File: src/rtl/jk_bank_cmd_arbiter.sv
// jk_bank_cmd_arbiter: round-robin shared access to a bank of external JK flip-flops with Q read-back checking
module jk_bank_cmd_arbiter #(
  parameter int NREQ  = 4,
  parameter int NBITS = 8,
  parameter int IDXW  = 3
) (
  input  logic                 clk,
  input  logic                 rst,
  input  logic [NREQ-1:0]      req_i,
  input  logic [2*NREQ-1:0]    op_i,
  input  logic [IDXW*NREQ-1:0] idx_i,
  output logic [NREQ-1:0]      gnt_o,
  output logic [NBITS-1:0]     j_out_o,
  output logic [NBITS-1:0]     k_out_o,
  input  logic [NBITS-1:0]     q_in_i,
  output logic                 busy_o,
  output logic                 err_o,
  output logic [7:0]           cmd_cnt_o
);
  localparam int PW = NREQ > 1 ? $clog2(NREQ) : 1;
  typedef enum logic [1:0] {IDLE, ISSUE, ACK} state_t;
  state_t state_q, state_d;
  logic [PW-1:0] ptr_q, ptr_d, win_q, win_d, pick, cand;
  logic found;
  logic [1:0] op_q, op_d, op_in;
  logic [IDXW-1:0] idx_q, idx_d, idx_in;
  logic [NBITS-1:0] sel, sel_in, j_q, j_d, k_q, k_d;
  logic [NREQ-1:0] gnt_q, gnt_d;
  logic old_q, old_d, err_q, err_d, qbit, exp_b;
  logic [7:0] cnt_q, cnt_d;
  // First requester at or after ptr, scanning circularly; the scan runs
  // backwards so the candidate nearest ptr is the one left standing.
  always_comb begin
    pick = '0;
    cand = '0;
    found = 1'b0;
    for (int n = NREQ - 1; n >= 0; n--) begin
      cand = PW'((int'(ptr_q) + n) % NREQ);
      if (req_i[cand]) begin
        pick = cand;
        found = 1'b1;
      end
    end
  end
  assign op_in  = op_i[2*pick +: 2];
  assign idx_in = idx_i[IDXW*pick +: IDXW];
  // An out-of-range index shifts the one bit off the end, giving an empty mask,
  // which suppresses both the pulse and the read-back check.
  assign sel_in = NBITS'(1) << idx_in;
  assign sel    = NBITS'(1) << idx_q;
  assign qbit   = |(q_in_i & sel);
  assign exp_b  = op_q == 2'b00 ? old_q : op_q == 2'b01 ? 1'b0 : op_q == 2'b10 ? 1'b1 : ~old_q;
  // Sequencer: latch winner in IDLE, pulse J/K in ISSUE, grant and verify in ACK.
  always_comb begin
    state_d = state_q;
    ptr_d   = ptr_q;
    win_d   = win_q;
    op_d    = op_q;
    idx_d   = idx_q;
    j_d     = '0;
    k_d     = '0;
    gnt_d   = '0;
    old_d   = old_q;
    err_d   = err_q;
    cnt_d   = cnt_q;
    case (state_q)
      IDLE: if (found) begin
        state_d = ISSUE;
        win_d   = pick;
        op_d    = op_in;
        idx_d   = idx_in;
        j_d     = op_in[1] ? sel_in : '0;
        k_d     = op_in[0] ? sel_in : '0;
      end
      ISSUE: begin
        state_d      = ACK;
        old_d        = qbit;
        gnt_d[win_q] = 1'b1;
      end
      ACK: begin
        state_d = IDLE;
        err_d   = err_q | ((|sel) & (qbit != exp_b));
        cnt_d   = cnt_q + 8'd1;
        ptr_d   = win_q == PW'(NREQ - 1) ? '0 : win_q + PW'(1);
      end
      default: state_d = IDLE;
    endcase
  end
  // State and registered outputs; reset drops any command in flight.
  always_ff @(posedge clk) begin
    if (rst) begin
      state_q <= IDLE;
      ptr_q   <= '0;
      win_q   <= '0;
      op_q    <= '0;
      idx_q   <= '0;
      j_q     <= '0;
      k_q     <= '0;
      gnt_q   <= '0;
      old_q   <= 1'b0;
      err_q   <= 1'b0;
      cnt_q   <= '0;
    end else begin
      state_q <= state_d;
      ptr_q   <= ptr_d;
      win_q   <= win_d;
      op_q    <= op_d;
      idx_q   <= idx_d;
      j_q     <= j_d;
      k_q     <= k_d;
      gnt_q   <= gnt_d;
      old_q   <= old_d;
      err_q   <= err_d;
      cnt_q   <= cnt_d;
    end
  end
  assign gnt_o     = gnt_q;
  assign j_out_o   = j_q;
  assign k_out_o   = k_q;
  assign busy_o    = state_q != IDLE;
  assign err_o     = err_q;
  assign cmd_cnt_o = cnt_q;
endmodule

File: config.mk
export PLATFORM = sky130hd
export DESIGN_NAME = jk_bank_cmd_arbiter
export DESIGN_NICKNAME = d
export VERILOG_FILES = /design/src/rtl/jk_bank_cmd_arbiter.sv
export SDC_FILE = /design/constraint.sdc
export NUM_CORES = 1
export LEC_CHECK = 0
export CORE_UTILIZATION = 30
export DETAILED_ROUTE_END_ITERATION = 16
export PLACE_DENSITY = 0.66
export SETUP_SLACK_MARGIN = 0.4
export SLEW_MARGIN = 5
export SYNTH_ARGS = -nofsm -noshare
export SYNTH_HDL_FRONTEND = slang
export SYNTH_SLANG_ARGS = --single-unit
export TNS_END_PERCENT = 20
File: constraint.sdc
create_clock -name clk -period 3.23 [get_ports clk]
set_input_delay 0.4845 -clock clk [delete_from_list [all_inputs] [get_ports clk]]
set_output_delay 0.4845 -clock clk [all_outputs]
set_load 0.01 [all_outputs]
==> flow_metrics.py <==
metrics = {
    "outcome": {
        "status": "complete, no violations",
    },
    "sta": {
        "setup_slack_ps": 704.8,
        "drv_slew": 0,
        "grt_setup_unrepaired": "false",
        "max_slew_margin_pct": 54.17,
        "period_share_pct": 78.18,
        "worst_pin_slew_ps": 686.0,
        "tns_ps": 0,
        "max_freq_mhz": 396.0,
        "final-setup-viol-count": 0,
        "hold_viol_final": 0,
        "skew_ps": 4.898,
        "period_needed_ps": 2525,
    },
    "clock_network": {
        "h-tree-depth": 2,
        "cts.sinks": 41,
        "cts_buffers": 5,
        "clock_path_buffers": 2,
        "path_clk_slew_ps": 70,
        "root_buffer": "clkbuf_8",
        "cts_hold_buffers": 0,
        "cts_tree": "done",
        "worstSkewPairLatency_ps": 290,
        "post_cts_buffers": 0,
        "cts_resized": 0,
    },
    "synth": {
        "synth-seq-cells": 41,
        "netlist_top_cells_count": "dfxtp_1, nor4_1, mux2i_1, nor2_1, a21oi_1",
        "synth.distinct_cells": 35,
        "ys_seq_area_share_pct": 46.36,
        "async_flop_share_pct": 0,
        "synth_top_area_cell": "dfxtp_1",
        "syn_area_mm2": 0.001770,
        "synth.top_cell.area_share_pct": 46.36,
        "yosysMostFrequentCell": "dfxtp_1",
        "synth-edff-count": 0,
        "syn_nets": 216,
        "yosys_warnings": 0,
        "syn-instance-count": 177,
        "synth_top_flop_cell": "dfxtp_1",
        "synth_area_per_cell_um2": 10.00,
        "synth_area_leaders": "dfxtp_1, mux2i_1, nor4_1, ha_1, nor2_1",
    },
    "critical_path": {
        "reg2reg_depth": 6,
        "arrival_ps": 2690,
        "critPathLaunch": "req_i[2]",
        "crit_type": "in -> reg",
        "setup.worst_path.end_class": "register",
        "worst_r2r_endpoint": "k_out_o[5]$_SDFF_PP0_",
        "crit_fanout": 8,
        "critPathLaunchType": "primary input",
        "regToRegSetupSlack_ps": 990,
        "required_ps": 3390,
        "r2r-start": "state_q[0]$_SDFFE_PP0P_",
        "crit_end": "k_out_o[5]$_SDFF_PP0_",
    },
    "routing": {
        "drtAntennaViolNets": 0,
        "wire_per_inst_um": 12.49,
        "drt-initial-drc-count": 29,
        "via_per_inst": 4.723,
        "vias": 1502,
        "firstDrtPassIters": 4,
        "routed_wl_mm": 3.973,
        "drt_drc_violations_left": 0,
    },
    "floorplanning": {
        "core_area_mm2": 0.005608,
        "die_w_um": 78.82,
        "dieArea_mm2": 0.006213,
        "io_pins": 64,
        "die_y_um": 78.82,
        "start_util_pct": 31.57,
        "rows": 27,
    },
    "flow_run": {
        "max_cap_viol_count": 0,
    },
    "place": {
        "dp_slack_ps": 488.0,
        "gp_congestion": 0.7682,
        "dp_hpwl_mm": 3.051,
        "numPortBuffers": 63,
        "dp.cells": 311,
    },
    "power": {
        "p_leak_nw": 0.9413,
        "powerDensity_mw_per_mm2": 448.6,
        "peakVddDrop_mv": 0.3677,
    },
    "global_routing": {
        "grt_usage_pct": 14.08,
        "overflow": 0,
        "antenna_found_initial": 0,
        "grt_pass1_vias": 1552,
        "grt_pass1_wl_mm": 6.803,
        "grt_start_max_net_pins": 23,
    },
    "final_layout": {
        "drive_gt1_share_pct": 9.756,
        "diodes": 0,
        "area_growth_pct": 46.78,
        "finalNonFillerCells": 318,
        "nets": 285,
        "post-route-util_pct": 46.34,
        "fill_cells": 550,
    },
    "hold_path": {
        "hold_class": "reg -> reg",
    },
}
==> cells in the final DEF (no fill, tap or decap), drive strengths merged, types with 2 or more instances in the layout <==
cell type,n
inv,4
o21ai,5
nand4,3
mux2i,15
mux2,4
clkdlybuf4s50,63
nor2,16
ha,5
xor2,4
a211oi,2
and2,4
mux4,2
nand2,9
xnor2,2
nand2b,6
a21oi,11
clkbuf,5
dfxtp,41
nor4,17
buf,4
or3,3
or2,3
nor2b,3
o22ai,3
==> routing by layer <==
layer / share of wire (%) / vias up / routed length, um / track usage (%)
met2: 45 / 53 / 1785 / 22.26
met1: 45 / 662 / 1783 / 16.73
met3: 8.9 / 6 / 354 / 6.322
li1: - / 781 / - / -
met4: 1.3 / 0 / 51 / 5.273
met5: 0 / - / 0 / 0
==> logic make-up (layout without fill, tap and decap cells) <==
group,Yosys count,count (layout),share of synthesized area [%]
xor gates and xnor gates,6,6,2.968
buffers and inverters,9,78,2.332
AOI/OAI and AO/OA,27,27,9.611
and+or+nand+nor,68,68,21.41
muxes,21,21,13.78
adders and majority gates,5,5,3.534
DFF,41,41,46.36
==> registers in the layout, summed over array words and instances (netlist names) <==
| signal | flops |
|---|---|
| k_out_o | 8 |
| old_q | 1 |
| win_q | 2 |
| j_out_o | 8 |
| idx_q | 3 |
| ptr_q | 2 |
| op_q | 2 |
| err_o | 1 |
| cmd_cnt_o | 8 |
| state_q | 2 |
| gnt_o | 4 |
==> power by group <==
part / leakage (nW) / total [mW] / internal [mW] / switching, mW
Sequential: 0.333 / 0.546 / 0.529 / 0.0161
Combinational: 0.554 / 0.234 / 0.123 / 0.111
Clock: 0.0540 / 0.386 / 0.224 / 0.162
Total: 0.941 / 1.17 / 0.877 / 0.289
==> worst max-delay path: stages <==
cell and delay [ps]:
clkdlybuf4s50_1 500, and2b_1 220, a311oi_2 340, nor2_2 180, mux2_4 350, a21o_1 230, nor4_1 400
==> how the worst min path moves through the flow <==
stage / start / end / slack, ps / depth (start not counted)
after floorplan: op_q[0]$_SDFFE_PP0P_ / op_q[0]$_SDFFE_PP0P_ / 440 / 2
after global placement: op_q[0]$_SDFFE_PP0P_ / op_q[0]$_SDFFE_PP0P_ / 460 / 2
after detailed placement: op_q[0]$_SDFFE_PP0P_ / op_q[0]$_SDFFE_PP0P_ / 470 / 2
after CTS: op_q[0]$_SDFFE_PP0P_ / op_q[0]$_SDFFE_PP0P_ / 490 / 2
after global routing: op_q[0]$_SDFFE_PP0P_ / op_q[0]$_SDFFE_PP0P_ / 500 / 2
final: op_q[0]$_SDFFE_PP0P_ / op_q[0]$_SDFFE_PP0P_ / 480 / 2
==> per-stage QoR <==
step / total power, mW / hold slack, ps / cell area [um2]
after floorplan: 0.6930 / 436.7 / 1770
after global placement: 0.7901 / 460.0 / 2495
after detailed placement: 0.7921 / 474.4 / 2495
after CTS: 1.183 / 485.7 / 2599
after global routing: 1.218 / 497.3 / 2599
final: 1.166 / 475.4 / 2599
==> final cells by class <==
| cell class | count | area [um2] | share of cell area (%) |
|---|---|---|---|
| Timing Repair Buffer | 67 | 660.6 | 25.42 |
| Clock inverter | 2 | 35.03 | 1.348 |
| Clock buffer | 5 | 68.82 | 2.648 |
| Inverter | 4 | 15.01 | 0.5778 |
| Tap cell | 72 | 90.09 | 3.467 |
| Multi-Input combinational cell | 127 | 908.4 | 34.95 |
| Sequential cell | 41 | 820.8 | 31.58 |
Power figures use the tool's default switching activity.
==> patch 1 (same flow settings) <==
The parameter `IDXW` goes from 3 to 2.
--- a/src/rtl/jk_bank_cmd_arbiter.sv
+++ b/src/rtl/jk_bank_cmd_arbiter.sv
@@ -2,7 +2,7 @@
 module jk_bank_cmd_arbiter #(
   parameter int NREQ  = 4,
   parameter int NBITS = 8,
-  parameter int IDXW  = 3
+  parameter int IDXW  = 2
 ) (
   input  logic                 clk,
   input  logic                 rst,
Interface: changed (resized idx_i); port bits go from 64 to 60. The function was not compared with the original's and may differ.
==> patch 1 against the original RTL <==
- routed wire length shrank 12%
- core utilization fell by 3.2 points
- cell area decreased by 15%
- setup slack gained 0.16 ns
- area after synthesis shrank 9.3%
- sequential power is 21% lower
- register-to-register slack improved by 0.26 ns
- total power is 20% lower
- critical path depth down 1
- sequential cell count fell by 9
==> patch 1: results (changes against the original RTL) <==
Outcome
  • Status: finished clean (unchanged)

Placed design
  • Area post-placement: 0.002121 mm^2 (was 0.002495 mm^2)
  • Post-Place Cells: 288 (was 311)
  • I/O Buffers: 47 (was 63)
  • Post-DP HPWL: 2.674 mm (was 3.051 mm)
  • Final RePlAce weighted congestion: 0.8564 (was 0.7682)

GRT
  • Initial antenna violation count: 0 (unchanged)
  • All-layer global routing usage: 13.67% (was 14.08%)
  • First-pass GRT wire length: 5.720 mm (was 6.803 mm)
  • Vias in the first global route: 1291 (was 1552)

Route
  • Detailed-route via count: 1413 (was 1502)
  • Drt first-iter violations: 43 (was 29)
  • Avg WL per Cell: 11.86 um (was 12.49 um)
  • Total Wirelength: 3.498 mm (was 3.973 mm)

Critical path
  • CP arrival: 2.55 ns (was 2.69 ns)
  • Reg2reg setup slack: 1.25 ns (was 0.99 ns)
  • RR Endpoint: j_out_o[2] (was k_out_o[5])
  • R2r startpoint: ptr_q[0] (was state_q[0])
  • Largest fanout on the critical path: 9 (was 8)
  • Worst-case reg-to-reg path depth: 5 (was 6)

Yosys
  • Mapped Cells: 176 (was 177)
  • Synth cell count leaders: 32 x dfxtp_1, 15 x nor2_1, 11 x a211oi_1, 10 x o21ai_0 (was 41 x dfxtp_1, 17 x nor4_1, 15 x mux2i_1, 15 x nor2_1, 11 x a21oi_1)
  • Sequential area share after synthesis: 39.88% (was 46.36%)
  • Top cells by area, synth: dfxtp_1 40%, a211oi_1 5.1%, buf_4 4.2% (was dfxtp_1 46%, mux2i_1 8.5%, nor4_1 6.0%)
  • Synth cell types: 43 (was 35)
  • Synth Area in Adders: 3.894% (was 3.534%)
  • Count leader, synth: dfxtp_1 (unchanged)
  • Post-Synth XOR/XNOR Area: 3.271% (was 2.968%)
  • Synth Area in Compound Gates: 17.83% (was 9.611%)
  • Multiplexer share of the synthesized area: 4.517% (was 13.78%)
  • Top FF cell, synth: dfxtp_1 (unchanged)

Final layout
  • Share of cells above drive strength 1: 9.333% (was 9.756%)
  • Fillers: 539 (was 550)
  • Nets: 260 (was 285)

Clock network
  • Total CTS buffers: 5 (unchanged)
  • Post-CTS Resized: 0 (unchanged)

Worst hold path
  • Beginning of the worst hold path: op_q[1] (was op_q[0])
  • Hold Path Sink: op_q[1] (was op_q[0])

STA
  • Min Hold Slack: 0.4670 ns (was 0.4754 ns)
  • Worst Skew: 0.005219 ns (was 0.004898 ns)

Power
  • Internal: 698.7 uW (was 876.9 uW)
  • Peak VDD IR: 0.1323 mV (was 0.3677 mV)
patch 1: cell types whose count changed in the layout (fill, tap and decap cells not counted), sizes merged, moves of 5 or more:
cell	change
a211oi	+9
a21oi	-5
clkdlybuf4s50	-16
conb	+8
dfxtp	-9
mux2i	-10
nand3	+10
nor4	-12
o21ai	+5
patch 1: through the flow:
stage	power, uW	setup slack (ns)
after floorplan	551.2	1.380
after global routing	988.1	0.7250
after global placement	621.0	0.6063
final	937.1	0.8612
after detailed placement	623.6	0.6067
after CTS	950.7	0.8965
patch 1: metal layers:
layer / wire, um / vias to the layer above / GRT usage, %
met5: 0 / - / 0
met4: 83 / 0 / 6.790
met1: 1577 / 637 / 16.27
met3: 210 / 9 / 3.347
li1: - / 717 / -
met2: 1627 / 50 / 23.02
patch 1: how the worst max path moves through the flow:
| stage | start | to | cells past startpoint |
|---|---|---|---|
| 6_report | req_i[2] | j_out_o[2] | 6 |
| 5_1_grt | req_i[2] | j_out_o[2] | 6 |
| 4_1_cts | req_i[2] | j_out_o[2] | 6 |
| 3_5_place_dp | req_i[1] | idx_q[0] | 6 |
| 3_3_place_gp | req_i[2] | j_out_o[3] | 6 |
| 2_1_floorplan | req_i[2] | idx_q[0] | 6 |
patch 1: power by group through the flow:
stage	Sequential, uW	Clock [uW]	Combinational (uW)
detailed placement	439	0	185
global route	432	351	205
global placement	438	0	183
floorplan	438	0	113
CTS	430	334	186
finish	430	322	185
patch 1: layout make-up:
class | instances | area [um^2] | area share (%)
multi-input cells | 131 | 880.8 | 39.73
repair buffers | 50 | 493.0 | 22.23
inverters | 5 | 18.77 | 0.8465
flip-flops and latches | 32 | 640.6 | 28.89
well taps | 70 | 87.58 | 3.950
clock buffers | 7 | 96.34 | 4.345
==> patch 2 (config.mk and constraints unchanged) <==
Without the edit above. Reset style: asynchronous (`rst`), changed in one clocked block.
--- a/src/rtl/jk_bank_cmd_arbiter.sv
+++ b/src/rtl/jk_bank_cmd_arbiter.sv
@@ -87,7 +87,7 @@
     endcase
   end
   // State and registered outputs; reset drops any command in flight.
-  always_ff @(posedge clk) begin
+  always_ff @(posedge clk or posedge rst) begin
     if (rst) begin
       state_q <= IDLE;
       ptr_q   <= '0;
Function: differs if rst is asserted again (counterexample within 4 cycles, from zero or initial values and one cycle with rst high); with rst held inactive, the same outputs for 10 cycles.
==> patch 2 against the original RTL <==
- clock skew increased by 0.0013 ns
- area after synthesis increased by 6.6%
- cell area increased by 4.3%
- routed wire length decreased by 0.45%
- fmax decreased by 5.2%
- sequential cell count unchanged
- setup slack got worse by 0.14 ns
- hold slack got worse by 0.0044 ns
- highest routed layer unchanged
Power is not compared: it rests on default switching activity, and its combinational part moved more than twofold at a synthesized area within 25%.
==> patch 2: results (changes against the original RTL) <==
Route
  • Met3 routed WL: 245 um (was 354 um)
  • Avg WL per Cell: 12.97 um (was 12.49 um)
  • M1 wire length: 1.854 mm (was 1.783 mm)
  • Via density: 4.672 (was 4.723)
  • Drt first-iter violations: 87 (was 29)
  • Met2 wire len: 1.813 mm (was 1.785 mm)

GRT
  • Largest net degree at the start of global routing: 18 (was 23)
  • Vias in the first global route: 1343 (was 1552)
  • Met1 usage: 17.62% (was 16.73%)
  • All-layer global routing usage: 12.89% (was 14.08%)
  • First-pass GRT wire length: 6.375 mm (was 6.803 mm)
  • Met2 Use GR: 19.42% (was 22.26%)
  • GR Layer Usage met3: 3.371% (was 6.322%)

Yosys
  • Ys async rst share: 100.0% (was 0%)
  • Top cells by area, synth: dfrtp_1 54%, nor4_1 5.0%, mux2i_1 4.8% (was dfxtp_1 46%, mux2i_1 8.5%, nor4_1 6.0%)
  • Syn_nets: 199 (was 216)
  • Synth cell count leaders: 41 x dfrtp_1, 18 x nand2_1, 15 x nor4_1, 9 x mux2i_1, 8 x nor2_1 (was 41 x dfxtp_1, 17 x nor4_1, 15 x mux2i_1, 15 x nor2_1, 11 x a21oi_1)
  • Synth cell types: 33 (was 35)
  • Sequential area share after synthesis: 54.34% (was 46.36%)

Power
  • Power density over the cells: 762.1 mW/mm^2

Placed design
  • Area post-placement: 0.002624 mm^2 (was 0.002495 mm^2)
  • Final RePlAce weighted congestion: 0.7228 (was 0.7682)
  • Post-DP HPWL: 3.083 mm (was 3.051 mm)

Final layout
  • Flip-flop and latch count: 41 (unchanged)
  • Fillers: 549 (was 550)
  • Multi-input combinational cell count: 110 (was 127)
  • Share of cells above drive strength 1: 10.43% (was 9.756%)
  • Nonclk inv count: 5 (was 4)
  • Seq/total area: 37.86% (was 31.58%)
  • Fin area: 0.002710 mm^2 (was 0.002599 mm^2)
  • Area of the multi-input gates: 824.5 um^2 (was 908.4 um^2)
  • Clock tree buffer count of the final layout: 7 (was 5)
  • Nets: 269 (was 285)
  • Clock-cell share of area: 3.186% (was 3.996%)
  • NonClk Buf Share: 24.38% (was 25.42%)

STA
  • Slew @ Worst Pin: 0.6416 ns (was 0.6860 ns)
  • Max Transition Viols Final: 0 (unchanged)
  • Worst Skew: 0.006176 ns (was 0.004898 ns)

Critical path
  • CP arrival: 2.83 ns (was 2.69 ns)
  • Slowest-stage cell, CP: or4_4 (was clkdlybuf4s50_1)
  • Critical Path Max Stage Delay: 0.57 ns (was 0.50 ns)
  • Largest fanout on the critical path: 10 (was 8)

Outcome
  • Status: finished clean (unchanged)

Clock network
  • Skew-Pair Late Insertion Delay: 0.28 ns
  • Max Root-Sink Buffers: 2 (unchanged)

Worst hold path
  • Worst hold path class: register to register (unchanged)
-- patch 2: cell types whose count changed in the layout (fill, tap and decap cells not counted), moves of 3 or more --
cell | unedited run | this run
xnor2_1 | 2 | 6
nand2_1 | 9 | 18
a21oi_1 | 11 | 5
mux2i_1 | 15 | 9
or3_1 | 3 | 0
nand2b_1 | 6 | 1
nor2_1 | 15 | 8
o22ai_1 | 3 | 0
nand3_1 | 0 | 3
dfrtp_1 | 0 | 41
dfxtp_1 | 41 | 0
-- patch 2: path summary, 6_finish.rpt --
| kind | start | to | slack, ns | cells past startpoint |
|---|---|---|---|---|
| worst max register to register | ptr_q[0] | k_out_o[0] | 0.86 | 6 |
| min in group asynchronous | rst | k_out_o[6] | 0.58 | 2 |
| worst min register to register | err_o | err_o | 0.47 | 1 |
| max in group asynchronous | rst | win_q[0] | 2.03 | 3 |
| worst max-delay path | req_i[1] | k_out_o[0] | 0.57 | 7 |
| worst min-delay path | err_o | err_o | 0.47 | 1 |
-- patch 2: through the flow --
step                utilization, %  setup WS (ns)  cells
floorplan                        -         0.9349    160
global placement             43.80         0.3650    298
detailed placement           43.80         0.2954    298
CTS                          45.24         0.5639    305
global route                 45.24         0.4634    305
finish                       45.24         0.5666    305
-- patch 2: kinds of logic (layout without fill, tap and decap cells) --
| family | after synthesis | in the layout | synth area share, % |
|---|---|---|---|
| and+or+nand+nor | 60 | 60 | 17.69 |
| xor gates and xnor gates | 8 | 8 | 3.711 |
| adders and majority gates | 5 | 5 | 3.313 |
| buffers and inverters | 9 | 79 | 1.988 |
| muxes | 17 | 17 | 11.27 |
| AOI/OAI and AO/OA | 20 | 20 | 7.688 |
| DFF | 41 | 41 | 54.34 |
